==> src/rtl/mem_copy64.sv <==
// mem_copy64: copies up to 64 words inside a 64-word single-port RAM.
// Each word takes a READ cycle (capture RAM data into a buffer) followed by a
// WRITE cycle (store the buffer at the destination). Addresses wrap modulo 64,
// and copying proceeds in ascending order, so overlapping forward copies
// replicate data. All outputs come straight from flops, and the async reset
// clears them at once, which also kills a write that is in flight.
module mem_copy64 (
  input  logic        clk,
  input  logic        reset,
  input  logic        start,
  input  logic [5:0]  src,
  input  logic [5:0]  dst,
  input  logic [6:0]  len,
  output logic        busy,
  output logic        done,
  output logic [5:0]  mem_address,
  output logic [15:0] mem_in,
  output logic        mem_load,
  input  logic [15:0] mem_out
);

  typedef enum logic [1:0] {
    ST_IDLE  = 2'd0,
    ST_READ  = 2'd1,
    ST_WRITE = 2'd2,
    ST_DONE  = 2'd3
  } state_t;

  state_t      state_q, state_d;
  logic [5:0]  src_q, src_d;
  logic [5:0]  dst_q, dst_d;
  logic [6:0]  len_q, len_d;
  logic [6:0]  idx_q, idx_d;
  logic [15:0] buf_q, buf_d;
  logic        busy_q, busy_d;
  logic        done_q, done_d;
  logic        load_q, load_d;
  logic [5:0]  addr_q, addr_d;
  logic [15:0] wdata_q, wdata_d;
  logic [6:0]  len_sat_s;

  // Clamp the requested word count to the RAM size.
  always_comb begin
    len_sat_s = len;
    if (len > 7'd64) begin
      len_sat_s = 7'd64;
    end else begin
      len_sat_s = len;
    end
  end

  // Next-state logic: request capture, word sequencing and data buffering.
  always_comb begin
    state_d = state_q;
    src_d   = src_q;
    dst_d   = dst_q;
    len_d   = len_q;
    idx_d   = idx_q;
    buf_d   = buf_q;
    case (state_q)
      ST_IDLE: begin
        if (start) begin
          src_d = src;
          dst_d = dst;
          len_d = len_sat_s;
          idx_d = 7'd0;
          if (len_sat_s != 7'd0) begin
            state_d = ST_READ;
          end else begin
            state_d = ST_DONE;
          end
        end else begin
          state_d = ST_IDLE;
        end
      end
      ST_READ: begin
        buf_d   = mem_out;
        state_d = ST_WRITE;
      end
      ST_WRITE: begin
        idx_d = idx_q + 7'd1;
        if ((idx_q + 7'd1) == len_q) begin
          state_d = ST_DONE;
        end else begin
          state_d = ST_READ;
        end
      end
      ST_DONE: begin
        state_d = ST_IDLE;
      end
      default: begin
        state_d = ST_IDLE;
      end
    endcase
  end

  // Output decode from the upcoming state so the outputs can be registered.
  always_comb begin
    busy_d  = 1'b0;
    done_d  = 1'b0;
    load_d  = 1'b0;
    addr_d  = 6'd0;
    wdata_d = 16'd0;
    case (state_d)
      ST_IDLE: begin
        busy_d = 1'b0;
      end
      ST_READ: begin
        busy_d = 1'b1;
        addr_d = src_d + idx_d[5:0];
      end
      ST_WRITE: begin
        busy_d  = 1'b1;
        load_d  = 1'b1;
        addr_d  = dst_d + idx_d[5:0];
        wdata_d = buf_d;
      end
      ST_DONE: begin
        done_d = 1'b1;
      end
      default: begin
        busy_d = 1'b0;
      end
    endcase
  end

  // State and output registers with asynchronous active-high reset.
  always_ff @(posedge clk or posedge reset) begin
    if (reset) begin
      state_q <= ST_IDLE;
      src_q   <= 6'd0;
      dst_q   <= 6'd0;
      len_q   <= 7'd0;
      idx_q   <= 7'd0;
      buf_q   <= 16'd0;
      busy_q  <= 1'b0;
      done_q  <= 1'b0;
      load_q  <= 1'b0;
      addr_q  <= 6'd0;
      wdata_q <= 16'd0;
    end else begin
      state_q <= state_d;
      src_q   <= src_d;
      dst_q   <= dst_d;
      len_q   <= len_d;
      idx_q   <= idx_d;
      buf_q   <= buf_d;
      busy_q  <= busy_d;
      done_q  <= done_d;
      load_q  <= load_d;
      addr_q  <= addr_d;
      wdata_q <= wdata_d;
    end
  end

  assign busy        = busy_q;
  assign done        = done_q;
  assign mem_load    = load_q;
  assign mem_address = addr_q;
  assign mem_in      = wdata_q;

endmodule
==> config.mk <==
export PLATFORM = sky130hd
export DESIGN_NAME = mem_copy64
export DESIGN_NICKNAME = d
export VERILOG_FILES = /design/src/rtl/mem_copy64.sv
export SDC_FILE = /design/constraint.sdc
export NUM_CORES = 1
export LEC_CHECK = 0
export CAP_MARGIN = 5
export CORE_MARGIN = 4
export CORE_UTILIZATION = 65
export DETAILED_ROUTE_END_ITERATION = 16
export DONT_BUFFER_PORTS = 1
export GPL_ROUTABILITY_DRIVEN = 1
export PLACE_DENSITY = 0.92
export SLEW_MARGIN = 20
export SYNTH_ARGS = -nofsm -noshare
export SYNTH_HDL_FRONTEND = slang
export SYNTH_SLANG_ARGS = --single-unit
==> constraint.sdc <==
create_clock -name clk -period 7.05 [get_ports clk]
set_input_delay 0.705 -clock clk [delete_from_list [all_inputs] [get_ports clk]]
set_output_delay 0.705 -clock clk [all_outputs]
set_load 0.03 [all_outputs]
==> results of run 1 <==
## report_power, final
group	switching, W	total (W)	internal [W]
Combinational	0.000265	0.000502	0.000237
Sequential	0.000181	0.000740	0.000559
Clock	0.000150	0.000321	0.000171
Total	0.000596	0.00156	0.000967
## flip-flops by register name (all words and copies together), names as in the netlist
| register | cells |
|---|---|
| buf_q | 16 |
| mem_in | 16 |
| idx_q | 7 |
| len_q | 7 |
| dst_q | 6 |
| mem_address | 6 |
| src_q | 6 |
| state_q | 2 |
| busy | 1 |
| done | 1 |
| mem_load | 1 |
## worst min path at each step
stage	start	endpoint	slack [ps]
after floorplan	dst_q[0]	dst_q[0]	440
after global placement	dst_q[4]	dst_q[4]	450
after detailed placement	src_q[3]	src_q[3]	460
after CTS	reset	mem_in[2]	300
after global routing	reset	buf_q[10]	310
final	reset	buf_q[10]	280
## per-stage QoR
step                      util [%]  cell area, um2  cells  total power (W)  hold WS, ps
after floorplan                  -            2990    258          0.00114          436
after global placement        68.4            3020    300          0.00122          452
after detailed placement      68.4            3020    300          0.00125          459
after CTS                     73.0            3220    316          0.00157          296
after global routing          73.0            3220    316          0.00168          311
final                         73.0            3220    316          0.00156          278
## cell families after synthesis
logic type               synth area share [%]
flip-flops                               57.7
adder cells (fa/ha/maj)                  4.02
AO/OA/AOI/OAI                            4.81
buffers and inverters                    2.05
XOR/XNOR                                 4.60
AND/OR/NAND/NOR                          16.7
multiplexers                             10.0
## worst register-to-register path: stages, from the launching register on
cell,delay (ps)
sky130_fd_sc_hd__dfrtp_1,460
sky130_fd_sc_hd__ha_1,350
sky130_fd_sc_hd__nand3_1,170
sky130_fd_sc_hd__xnor2_1,150
sky130_fd_sc_hd__o21ai_0,140
sky130_fd_sc_hd__a21oi_1,90
sky130_fd_sc_hd__o22ai_1,290
sky130_fd_sc_hd__ha_1,690
sky130_fd_sc_hd__mux2_2,450
sky130_fd_sc_hd__ha_1,310
sky130_fd_sc_hd__a211oi_1,320
sky130_fd_sc_hd__o21bai_1,120
sky130_fd_sc_hd__a21oi_1,190
sky130_fd_sc_hd__xor3_1,240
sky130_fd_sc_hd__nor2_1,100
## cells in the final DEF (no fill, tap or decap), types with 2 or more instances in the layout
| cell type | count |
|---|---|
| sky130_fd_sc_hd__dfrtp_1 | 69 |
| sky130_fd_sc_hd__nand2_1 | 49 |
| sky130_fd_sc_hd__mux2_2 | 24 |
| sky130_fd_sc_hd__and2_1 | 16 |
| sky130_fd_sc_hd__clkbuf_8 | 10 |
| sky130_fd_sc_hd__nor2_1 | 9 |
| sky130_fd_sc_hd__xnor2_1 | 8 |
| sky130_fd_sc_hd__o21ai_0 | 8 |
| sky130_fd_sc_hd__ha_1 | 8 |
| sky130_fd_sc_hd__nand3_1 | 6 |
| sky130_fd_sc_hd__nand3b_1 | 6 |
| sky130_fd_sc_hd__a21oi_1 | 5 |
| sky130_fd_sc_hd__xor2_1 | 5 |
| sky130_fd_sc_hd__mux2i_1 | 3 |
| sky130_fd_sc_hd__clkinvlp_4 | 3 |
| sky130_fd_sc_hd__inv_1 | 2 |
| sky130_fd_sc_hd__and3_1 | 2 |
| sky130_fd_sc_hd__o31ai_1 | 2 |
| sky130_fd_sc_hd__a31oi_1 | 2 |
| sky130_fd_sc_hd__nor4_1 | 2 |
| sky130_fd_sc_hd__a21o_1 | 2 |
| sky130_fd_sc_hd__a211oi_1 | 2 |
| sky130_fd_sc_hd__nor2b_1 | 2 |
| sky130_fd_sc_hd__clkinv_2 | 2 |
| sky130_fd_sc_hd__buf_4 | 2 |
## final cells by class
class,instances,area (um2),share of cell area [%]
Multi-Input combinational cell,174,1200,37.3
Clock inverter,6,62.6,1.94
Inverter,3,11.3,0.350
Tap cell,52,65.1,2.02
Timing Repair Buffer,2,15.0,0.466
Sequential cell,69,1730,53.6
Clock buffer,10,138,4.27
## metal layers
metal	vias to the layer above	GRT usage, %	wire, um
met5	-	0	0
li1	863	-	-
met4	0	8.54	143
met2	81	32.7	2560
met3	15	7.65	525
met1	904	28.1	2240
==> parameters.txt, run 1 <==
Parameter                              Value

Timing
  Final Max Tran Viols    0
  Peak clock frequency supported by timing    243 MHz
  Worst slew pin tran    724 ps
  Setup slack after layout    2930 ps
  Slew HR    51.8%
  Setup repair after global routing missed its margin    no
  Layout Skew    8.71 ps
  Time the final worst path needs with I/O delays and setup    4120 ps
  Final Cycle Share    58.4%
  # setup viols final    0
  Number of hold violations in the final report    0
  Final-layout setup total negative slack    0 ps

Run
  Number of max-capacitance violations reported    0

Clock tree
  TritonCTS clock tree    yes
  # H-tree levels    3
  Insertion delay to the later sink of the worst-skew pair    340 ps
  Root Driver    sky130_fd_sc_hd__clkbuf_8
  Buffers inserted by post-CTS timing repair    0
  Clock sinks    69
  Max Buffers Root-to-Sink    2
  Clock transition at the register clock pins on the worst setup and hold paths after CTS    80 ps
  Post-CTS Resized    0
  Number of buffers inserted during clock tree synthesis    9
  Hold buffers post-CTS    0

Logic synthesis
  Most common cell in the synthesized netlist    sky130_fd_sc_hd__dfrtp_1
  Register bit total from synthesis    69
  Post-Syn Area per Cell    11.6 um2
  Cell count after synthesis    258
  Cell type with the largest total area after synthesis    sky130_fd_sc_hd__dfrtp_1
  Combined area of all synthesized cells    2990 um2
  Dominant register cell in the synthesized netlist    sky130_fd_sc_hd__dfrtp_1
  Number of distinct standard cells referenced by the synthesized netlist    37
  Share of the synthesized area in the top cell type    57.7%
  Sequential share of the synthesized area    57.7%
  Synth area leaders    sky130_fd_sc_hd__dfrtp_1, sky130_fd_sc_hd__mux2_2, sky130_fd_sc_hd__nand2_1
  Post-synthesis net count    305
  Share of synthesized flip-flops with an asynchronous set or reset    100%
  Top post-synthesis cells by count    sky130_fd_sc_hd__dfrtp_1, sky130_fd_sc_hd__nand2_1, sky130_fd_sc_hd__mux2_2
  Count of flip-flops with a built-in enable after synthesis    0
  Number of synthesis warnings    0

Place
  Dpl ws    3010 ps
  Half-perimeter wire length after placement    3730 um
  Final estimated routing congestion in global placement    0.902
  # port buffers    0

Drt
  Vias after detailed routing    1863
  Average vias per placed instance    5.90
  DRC violations left    0
  First drt pass iteration count    4
  Count of nets left with antenna violations after detail routing    0
  Iteration-0 DRC count of the detailed router    96
  Final wirelength    5480 um
  Detailed-route wire length per cell    17.3 um

Setup path
  Startpoint type of the worst setup path    flip-flop
  Crit path cell chain    ha_1 -> nand3_1 -> xnor2_1 -> o21ai_0 -> a21oi_1 -> o22ai_1 -> ha_1 -> mux2_2 -> ha_1 -> a211oi_1 -> o21bai_1 -> a21oi_1 -> xor3_1 -> nor2_1
  Endpoint of the most critical setup path    mem_address[5]
  Endpoint arrival time on the critical path    4400 ps
  Timing startpoint of the critical path    idx_q[0]
  Required time of the critical path    7330 ps
  Total buffers and inverters traversed by the critical path    0
  Terminus of the critical flop-to-flop path    mem_address[5]
  Nature of the critical path endpoint    flip-flop
  Reg-to-reg setup timing slack    2930 ps
  Cell class contributing the biggest share of worst-path delay    adder cells
  Crit path kind    flip-flop to flip-flop
  Depth of the worst register-to-register path    14
  Max incr delay on CP    690 ps
  Critical path fanouts, max    23
  Crit. path cell count    14
  Worst reg2reg startpoint    idx_q[0]
  Crit path top cell by count    sky130_fd_sc_hd__ha_1
  Slowest cell on the critical path    sky130_fd_sc_hd__ha_1

Finish
  Number of nets in the finished design    306
  Share of cells above drive strength 1    17.0%
  Antenna cell count    0
  Post-synthesis to final-layout area growth    7.70%
  Number of fill cells in the layout    317

Run status
  Status    finished clean

GRT
  Total global routing track utilization    21.5%
  Antenna violations before repair    0
  Total congestion overflow after global routing    0
  Global-route wire length before repair    9010 um
  Number of global-route vias before repair    1893
  Largest net degree at the start of global routing    44

Die
  IO Count    63
  Area of the core    4410 um2
  Standard-cell rows    24
  Total die area    5750 um2
  Initial core utilization    67.7%
  DIE WIDTH    75.8 um
  Chip height    75.8 um

Pwr
  Largest vdd supply drop    0.268 mV
  Power density over the cells    485 nW/um2
  P_leak    1.55 nW

Min path
  Path category of the worst min-delay check    input port to async pin
Power figures use the tool's default switching activity.
==> inputs of run 2 (changes only) <==
--- a/config.mk
+++ b/config.mk
@@ -7,11 +7,11 @@
 export LEC_CHECK = 0
 export CAP_MARGIN = 5
 export CORE_MARGIN = 4
-export CORE_UTILIZATION = 65
+export CORE_UTILIZATION = 56
 export DETAILED_ROUTE_END_ITERATION = 16
 export DONT_BUFFER_PORTS = 1
 export GPL_ROUTABILITY_DRIVEN = 1
-export PLACE_DENSITY = 0.92
+export PLACE_DENSITY = 0.85
 export SLEW_MARGIN = 20
 export SYNTH_ARGS = -nofsm -noshare
 export SYNTH_HDL_FRONTEND = slang
==> constraint.sdc (replaced) <==
create_clock -name clk -period 3.3 [get_ports clk]
set_input_delay 0.33 -clock clk [delete_from_list [all_inputs] [get_ports clk]]
set_output_delay 0.33 -clock clk [all_outputs]
set_load 0.03 [all_outputs]
==> run 2 against run 1 <==
Compared with the run above: via count up 4.2%; clock skew is 0.77 ps lower; core utilization fell by 5.3 points; largest power group unchanged; largest cell class unchanged; worst hold slack lost 180 ps; flip-flop and latch count is the same.
==> parameters.txt, run 2 (synthesis gave the netlist of run 1 again) <==
Parameter                              Value

Min path
  Path category of the worst min-delay check    input port to flip-flop
  End point of the most critical hold path    len_q[6]
  Startpoint of the most critical hold path    len[6]
  Number of cells traversed by the worst hold path    2

Timing
  Time the final worst path needs with I/O delays and setup    3270 ps (-847 ps)
  Worst slew pin tran    674 ps (-49.2 ps)
  Final Cycle Share    99.2% (+41 points)
  # setup viols final    0 (unchanged)
  Number of hold violations in the final report    0 (unchanged)
  Peak clock frequency supported by timing    306 MHz (+26%)
  Slew HR    55.0% (+3.3 points)
  Final Max Tran Viols    0 (unchanged)
  Hold slack    101 ps (-177 ps)
  Setup slack after layout    27.6 ps (-2900 ps)
  Layout Skew    7.94 ps (-0.765 ps)

Clock tree
  Clock transition at the register clock pins on the worst setup and hold paths after CTS    70 ps (about the same)
  Number of buffers inserted during clock tree synthesis    9 (unchanged)
  Insertion delay to the later sink of the worst-skew pair    340 ps (about the same)
  Max Buffers Root-to-Sink    2 (unchanged)
  Clock sinks    69 (unchanged)
  # H-tree levels    3 (unchanged)
  Root Driver    sky130_fd_sc_hd__clkbuf_8
  TritonCTS clock tree    yes

Drt
  Vias after detailed routing    1941 (+4.2%)
  Average vias per placed instance    5.58 (-5.4%)
  Detailed-route wire length per cell    17.6 um (+1.8%)
  DRC violations left    0 (unchanged)
  Final wirelength    6140 um (+12%)
  First drt pass iteration count    4 (unchanged)
  Iteration-0 DRC count of the detailed router    44 (-54%)
  Count of nets left with antenna violations after detail routing    0 (unchanged)

Setup path
  Total buffers and inverters traversed by the critical path    1 (+1)
  Depth of the worst register-to-register path    14 (unchanged)
  Nature of the critical path endpoint    flip-flop
  Crit path cell chain    ha_4 -> buf_4 -> xor2_1 -> mux2i_1 -> nand3_1 -> o22ai_2 -> ha_4 -> mux2_4 -> ha_4 -> a211oi_2 -> o21bai_1 -> a21oi_2 -> xor3_1 -> nor2_1
  Cell class contributing the biggest share of worst-path delay    compound AO/OA/AOI/OAI gates
  Terminus of the critical flop-to-flop path    mem_address[5]
  Slowest cell on the critical path    sky130_fd_sc_hd__dfrtp_1
  Required time of the critical path    3580 ps (-3750 ps)
  Max incr delay on CP    420 ps (-270 ps)
  Reg-to-reg setup timing slack    30 ps (-2900 ps)
  Crit path kind    flip-flop to flip-flop
  Worst reg2reg startpoint    idx_q[0]
  Startpoint type of the worst setup path    flip-flop
  Critical path fanouts, max    7 (-70%)
  Crit path top cell by count    sky130_fd_sc_hd__ha_4
  Endpoint arrival time on the critical path    3550 ps (-850 ps)

Pwr
  P_leak    1.63 nW (+4.9%)
  Clock share of power    19.0% (-1.5 points)
  Switching power share of the total    38.2% (about the same)
  Power density over the cells    1040 nW/um2 (+110%)
  Logic gate share of total power    37.6% (+5.5 points)
  Cell internal pwr    0.00224 W (+130%)
  Total Power Consumption    0.00362 W (+130%)
  Net switching component of the power    0.00138 W (+130%)
  Share of total power in sequential cells    43.4% (-3.9 points)
  Largest vdd supply drop    0.625 mV (+130%)

Run
  Number of max-capacitance violations reported    0 (unchanged)

Finish
  Leading cell type in the layout, fill and taps excluded    sky130_fd_sc_hd__dfrtp_1
  Number of fill cells in the layout    404 (+27%)
  Commonest non-fill, non-tap cells in the layout    sky130_fd_sc_hd__dfrtp_1, sky130_fd_sc_hd__nand2_1, sky130_fd_sc_hd__mux2_2
  Antenna cell count    0 (unchanged)
  Share of cells above drive strength 1    27.3% (+10 points)
  Post-synthesis to final-layout area growth    16.4%
  Number of nets in the finished design    320 (+4.6%)

GRT
  Number of global-route vias before repair    2019 (+6.7%)
  Total global routing track utilization    20.2% (-1.3 points)
  Largest net degree at the start of global routing    42 (-4.5%)
  Global-route wire length before repair    9760 um (+8.3%)
  Antenna violations before repair    0 (unchanged)
  Total congestion overflow after global routing    0 (unchanged)

Place
  Dpl ws    -92.6 ps (-3110 ps)
  # port buffers    0 (unchanged)
  Half-perimeter wire length after placement    4260 um (+14%)
  Final estimated routing congestion in global placement    0.906 (+0.41%)

Die
  Total die area    6570 um2 (+14%)
  Initial core utilization    58.2% (-9.6 points)
  Area of the core    5140 um2 (+16%)
  DIE WIDTH    81.1 um (+6.9%)
  Chip height    81.1 um (+6.9%)
  Standard-cell rows    26 (+8.3%)
  IO Count    63 (unchanged)

Run status
  Status    finished clean
==> run 2: cell types whose count changed in the layout (fill, tap and decap cells not counted), sizes merged <==
cell,previous run,this run
clkbuf,10,11
inv,3,4
buf,2,15
clkinvlp,3,2
clkinv,2,1
dlygate4sd3,0,1
==> run 2: worst max-delay path by stage <==
stage | start | cells past startpoint | slack [ps] | end
after floorplan | idx_q[0] | 14 | 40 | mem_address[5]
after global placement | idx_q[0] | 13 | 70 | mem_address[4]
after detailed placement | idx_q[0] | 13 | -90 | mem_address[5]
after CTS | idx_q[0] | 13 | 10 | mem_address[5]
after global routing | idx_q[1] | 13 | -50 | mem_address[5]
final | idx_q[0] | 14 | 30 | mem_address[5]
==> run 2: area by class of cell <==
type	count	area [um2]	area share, %
sequential	69	1730	49.7
multi-input combinational	174	1330	38.1
clock buffer	11	141	4.06
timing repair buffer	16	126	3.63
tap	70	87.6	2.52
clock inverter	5	58.8	1.69
inverter	3	11.3	0.324
==> run 2: layer usage <==
metal	vias to the layer above	global-route usage, %	share of wire [%]
met5	-	0	0
met4	0	7.77	2.6
met3	15	6.54	7.2
met2	70	32.6	47
met1	960	25.2	43
li1	896	-	-
==> run 2: metrics by stage <==
step	util [%]	instances	area, um2	setup TNS (ps)
2_1_floorplan	-	258	3010	0
3_3_place_gp	60.8	327	3120	0
3_5_place_dp	60.8	327	3120	-163
4_1_cts	65.1	344	3350	0
5_1_grt	67.7	348	3480	-60.7
6_report	67.7	348	3480	0
==> run 2: worst register-to-register path: cells and delay by family (launching register included) <==
family	cells	cell delay, ps
mux	2	480
buf+inv	1	140
xor+xnor	2	470
compound gates	4	860
fa+ha+maj	3	660
flops	1	420
simple gates	2	190
==> run 2: what timing repair did <==
item,4_1_cts,5_1_grt
gates resized for setup,3,18
setup buffers,0,4
hold buffers,1,0
setup endpoints to repair,2,3
pin swaps,1,7
endpoints found under the hold margin,28,0
==> run 2: power by group through the flow <==
stage / sequential (W) / combinational, W / clock (W)
finish: 0.00157 / 0.00136 / 0.000687
global route: 0.00161 / 0.00151 / 0.000746
floorplan: 0.00154 / 0.000915 / 0
detailed placement: 0.00158 / 0.00120 / 0
CTS: 0.00157 / 0.00124 / 0.000700
global placement: 0.00156 / 0.00115 / 0
